**src/rtl/flofifo2.sv**
```systemverilog
// flofifo2: single-clock circular FIFO with occupancy count, standard or
// first-word-fall-through read, almost-full/almost-empty thresholds,
// sticky overflow/underflow flags and synchronous flush.
module flofifo2 #(
    parameter int LENGTH    = 32,
    parameter int WIDTH     = 24,
    parameter int FWFT      = 0,
    parameter int AF_THRESH = LENGTH - 4,
    parameter int AE_THRESH = 4
) (
    input  logic                         clk,
    input  logic                         rst,
    input  logic                         flush_i,
    input  logic                         err_clr_i,
    input  logic [WIDTH-1:0]             data_i,
    input  logic                         valid_i,
    input  logic                         read_i,
    output logic [WIDTH-1:0]             data_o,
    output logic                         valid_o,
    output logic [$clog2(LENGTH+1)-1:0]  locs_o,
    output logic                         empty_o,
    output logic                         full_o,
    output logic                         almost_full_o,
    output logic                         almost_empty_o,
    output logic                         overflow_o,
    output logic                         underflow_o
);

    localparam int AW = $clog2(LENGTH);
    localparam int CW = $clog2(LENGTH + 1);

    localparam logic [CW-1:0] FULL_CNT = CW'(LENGTH);
    localparam logic [CW-1:0] AF_CNT   = CW'(AF_THRESH);
    localparam logic [CW-1:0] AE_CNT   = CW'(AE_THRESH);

    // Elaboration-time parameter sanity checks
    if ((LENGTH < 4) || ((LENGTH & (LENGTH - 1)) != 0)) begin : g_bad_length
        $error("flofifo2: LENGTH must be a power of two >= 4");
    end
    if ((AE_THRESH < 0) || (AE_THRESH >= AF_THRESH) || (AF_THRESH > LENGTH)) begin : g_bad_thresh
        $error("flofifo2: thresholds must satisfy 0 <= AE_THRESH < AF_THRESH <= LENGTH");
    end

    logic [WIDTH-1:0] mem [LENGTH];
    logic [AW-1:0]    wr_ptr;
    logic [AW-1:0]    rd_ptr;
    logic [CW-1:0]    count;

    logic wr_acc;
    logic rd_acc;
    logic ovf_evt;
    logic unf_evt;

    // Flags come only from the registered count; a flush masks all requests.
    assign locs_o         = count;
    assign empty_o        = (count == '0);
    assign full_o         = (count == FULL_CNT);
    assign almost_full_o  = (count >= AF_CNT);
    assign almost_empty_o = (count <= AE_CNT);

    assign wr_acc  = valid_i && !full_o  && !flush_i;
    assign rd_acc  = read_i  && !empty_o && !flush_i;
    assign ovf_evt = valid_i && full_o   && !flush_i;
    assign unf_evt = read_i  && empty_o  && !flush_i;

    // Storage write; contents are deliberately not reset
    always_ff @(posedge clk) begin
        if (!rst && wr_acc) begin
            mem[wr_ptr] <= data_i;
        end
    end

    // Pointer and occupancy bookkeeping
    always_ff @(posedge clk) begin
        if (rst || flush_i) begin
            wr_ptr <= '0;
            rd_ptr <= '0;
            count  <= '0;
        end else begin
            if (wr_acc) wr_ptr <= wr_ptr + AW'(1);
            if (rd_acc) rd_ptr <= rd_ptr + AW'(1);
            case ({wr_acc, rd_acc})
                2'b10:   count <= count + CW'(1);
                2'b01:   count <= count - CW'(1);
                default: count <= count;
            endcase
        end
    end

    // Sticky error flags; a same-cycle error event wins over err_clr_i
    always_ff @(posedge clk) begin
        if (rst) begin
            overflow_o  <= 1'b0;
            underflow_o <= 1'b0;
        end else begin
            overflow_o  <= (overflow_o  && !err_clr_i) || ovf_evt;
            underflow_o <= (underflow_o && !err_clr_i) || unf_evt;
        end
    end

    if (FWFT != 0) begin : g_fwft
        // Head word is presented directly from the RAM
        assign data_o  = mem[rd_ptr];
        assign valid_o = !empty_o;
    end else begin : g_std
        logic [WIDTH-1:0] data_q;
        logic             valid_q;

        // Registered read: popped word with a one-cycle valid pulse
        always_ff @(posedge clk) begin
            if (rst) begin
                data_q  <= '0;
                valid_q <= 1'b0;
            end else if (flush_i) begin
                valid_q <= 1'b0;
            end else begin
                valid_q <= rd_acc;
                if (rd_acc) data_q <= mem[rd_ptr];
            end
        end

        assign data_o  = data_q;
        assign valid_o = valid_q;
    end

endmodule

```
**config.mk**
```make
export PLATFORM = sky130hd
export DESIGN_NAME = flofifo2
export DESIGN_NICKNAME = d
export VERILOG_FILES = /design/src/rtl/flofifo2.sv
export SDC_FILE = /design/constraint.sdc
export NUM_CORES = 1
export LEC_CHECK = 0
export CORE_UTILIZATION = 63
export CTS_CLUSTER_DIAMETER = 80
export DETAILED_ROUTE_END_ITERATION = 12
export DONT_BUFFER_PORTS = 1
export PLACE_DENSITY_LB_ADDON = 0.2
export SKIP_LAST_GASP = 1
export SLEW_MARGIN = 15
export SYNTH_ARGS = -nofsm -noshare
export SYNTH_HDL_FRONTEND = slang
export SYNTH_SLANG_ARGS = --single-unit
```
**constraint.sdc**
```tcl
create_clock -name clk -period 3.2 [get_ports clk]
set_input_delay 0.64 -clock clk [delete_from_list [all_inputs] [get_ports clk]]
set_output_delay 0.64 -clock clk [all_outputs]
set_load 0.005 [all_outputs]
```
==> flow_summary.yaml <==
worst_setup_path:
  cpMostUsedCell: "nor3_1"
  cp_slowest_cell: "nor3_1"
  crit_family: "simple AND/OR/NAND/NOR gates"
  endpoint_kind: "flop"
  cp-start-kind: "flop"
  path_depth: 6
  cp_max_fo: 19
  required_ps: 3440
  critPathMaxStageDelay_ps: 570
  reg2reg_depth: 6
  crit_buf_inv: 1
  path_cells: "or4_1 -> nor3_1 -> nor3_1 -> nand2_1 -> nor2_2 -> buf_4"
  crit_type: "reg -> reg"
  crit_arrival_ps: 3160
logic_synthesis:
  yosysSeqAreaShare_pct: 77.1
  synth_fa_ha_area_share_pct: 0.468
  synth_compound_area_share_pct: 5.34
  synthMuxAreaShare_pct: 13.7
  async_flop_share_pct: 0
  netlist_instances: 1482
  synth-edff-count: 768
  yosysUniqueCellTypes: 46
  synth_simple_gate_area_share_pct: 1.53
  syn_nets: 1523
  synth-xor-area-share_pct: 0.311
  synth_top_family_by_area: "multiplexers"
  synth-warning-count: 0
  synth-seq-cells: 811
  syn-cell-area_sq_um: 31000
  postSynthAreaPerCell_sq_um: 20.9
  ys.flop_type: "edfxtp_1"
place:
  dp_hpwl_um: 42000
  place_congestion: 0.777
  port_buffers: 0
layout:
  syn_to_final_growth_pct: 13.1
  layout_commonest_cell: "edfxtp_1"
  antenna_cells: 0
  layout.nets: 1612
  fill_cells: 2735
  drive_gt1_share_pct: 26.6
  most-common-layout-cells: "edfxtp_1 (768), mux4_2 (145), mux2i_1 (97)"
job:
  maxCapViolCount: 0
grt:
  overflow: 0
  antenna_found_initial: 1
  grt_use_met1_pct: 41.3
  met3_usage_pct: 8.01
  grt_use_met2_pct: 47.6
  top_usage_layer: "met2"
  grt_pass1_wl_um: 105000
  grt_pass1_vias: 15700
  grt_usage_pct: 30.0
  grt_start_max_net_pins: 49
timing:
  holdWs_ps: 91.7
  skew_ps: 29.4
  rsz0062_at_grt: "no"
  final_hold_viol_count: 0
  fin_setup_tns_ps: 0
  maxSlewViolCount: 0
  max_slew_margin_pct: 32.5
  finalCritPeriodShare_pct: 91.2
  setup_viol: 0
  period_minus_slack_ps: 2920
  worst_pin_slew_ps: 1010
  max_freq_mhz: 343
detailed_routing:
  vias_per_cell: 6.76
  antenna_left: 0
  drtIter0Drc: 1784
  drt_wl_total_um: 72300
  drcViolationCount: 0
  vias: 15500
  dr.pass1.iters: 5
  wl_per_cell_um: 31.5
clock_tree:
  clk_latency_ps: 630
  clock_path_buffers: 3
  clock-sinks: 811
  clk_pin_slew_ps: 60
  cts_hold_buf: 0
  cts_buffers: 78
  cts_tree: "built"
  post-cts-setup-buffers: 0
  cts_max_level: 3
  cts_resized: 0
  root_buffer: "clkbuf_16"
power_and_ir_drop:
  peakVddDrop_mv: 0.514
  power.density_nw_per_um2: 606
  p_leak_nw: 10.8
hold_path:
  hold_depth: 1
  min_path_type: "in -> reg"
die:
  die-area_sq_um: 50100
  core_sq_um: 48100
  start_util_pct: 64.4
  fp.dieH_um: 224
  ios: 67
  rows: 80
  dieWidth_um: 224
outcome:
  outcome: "complete, no violations"
## registers in the layout, indices dropped and copies added, names as in the netlist
signal and flops:
data_o 24, locs_o 6, mem 768, overflow_o 1
rd_ptr 5, underflow_o 1, valid_o 1, wr_ptr 5
## Yosys cell counts, types with 2 or more instances
library cell | number | area share (%)
a2111oi_2 | 23 | 1.1
a21oi_1 | 52 | 0.84
a22o_1 | 46 | 1.3
a22oi_1 | 24 | 0.58
a31oi_1 | 3 | 0.061
a32oi_1 | 2 | 0.056
buf_1 | 3 | 0.036
buf_2 | 21 | 0.34
buf_4 | 10 | 0.24
buf_6 | 7 | 0.25
clkbuf_1 | 44 | 0.53
dfxtp_1 | 43 | 2.8
edfxtp_1 | 768 | 74
ha_1 | 10 | 0.40
inv_1 | 13 | 0.16
mux2i_1 | 97 | 3.1
mux4_2 | 145 | 11
nand2_1 | 16 | 0.19
nand2b_1 | 3 | 0.061
nand3_1 | 4 | 0.065
nand3b_1 | 4 | 0.097
nand4_1 | 4 | 0.081
nor2_1 | 53 | 0.64
nor2b_1 | 4 | 0.081
nor3_1 | 5 | 0.081
o21ai_0 | 3 | 0.048
o221ai_1 | 24 | 0.68
o22ai_1 | 23 | 0.46
or3b_2 | 2 | 0.056
xnor2_1 | 5 | 0.14
xor2_1 | 6 | 0.17
## cell type report
class                           instances  area [sq um]  area share, %
Sequential cell                       811         23900           68.2
Multi-Input combinational cell        573          6720           19.2
Clock buffer                          115          2350           6.68
Timing Repair Buffer                   94           868           2.47
Tap cell                              656           821           2.34
Clock inverter                         31           353           1.01
Inverter                               13          48.8          0.139
## metrics by stage
step	worst slack (ps)	utilization (%)	instances	cell area [sq um]	total power, W
6_report	281	72.9	2293	35100	0.0213
5_1_grt	140	72.9	2293	35100	0.0218
4_1_cts	371	72.9	2293	35100	0.0214
3_5_place_dp	377	67.3	2147	32400	0.0120
3_3_place_gp	391	67.3	2147	32400	0.0120
2_1_floorplan	293	-	1482	31000	0.0120
## worst paths after layout
kind	from	to	slack [ps]
hold / removal	rst	underflow_o	90
setup / recovery	locs_o[4]	mem[24][6]	280
setup reg to reg	locs_o[4]	mem[24][6]	280
hold reg to reg	data_o[20]	data_o[20]	520
## routing by layer
layer  share of wire [%]  wire length, um
met5               0.018               13
met4                 2.5             1790
met3                  11             7790
met2                  49            35200
met1                  38            27500
## logic make-up (layout without fill, tap and decap cells)
logic type	after synthesis	count (layout)
adders and majority gates	11	11
and+or+nand+nor	102	102
muxes	242	242
AOI/OAI and AO/OA	207	207
DFF	811	811
xor gates and xnor gates	11	11
buffers and inverters	98	253
## power breakdown
part | total, W | internal [W] | switching, W
clock | 0.00947 | 0.00567 | 0.00381
combinational | 0.000168 | 0.0000720 | 0.0000964
sequential | 0.0116 | 0.0116 | 0.0000137
Note: power is estimated with default switching activity, not from simulation.
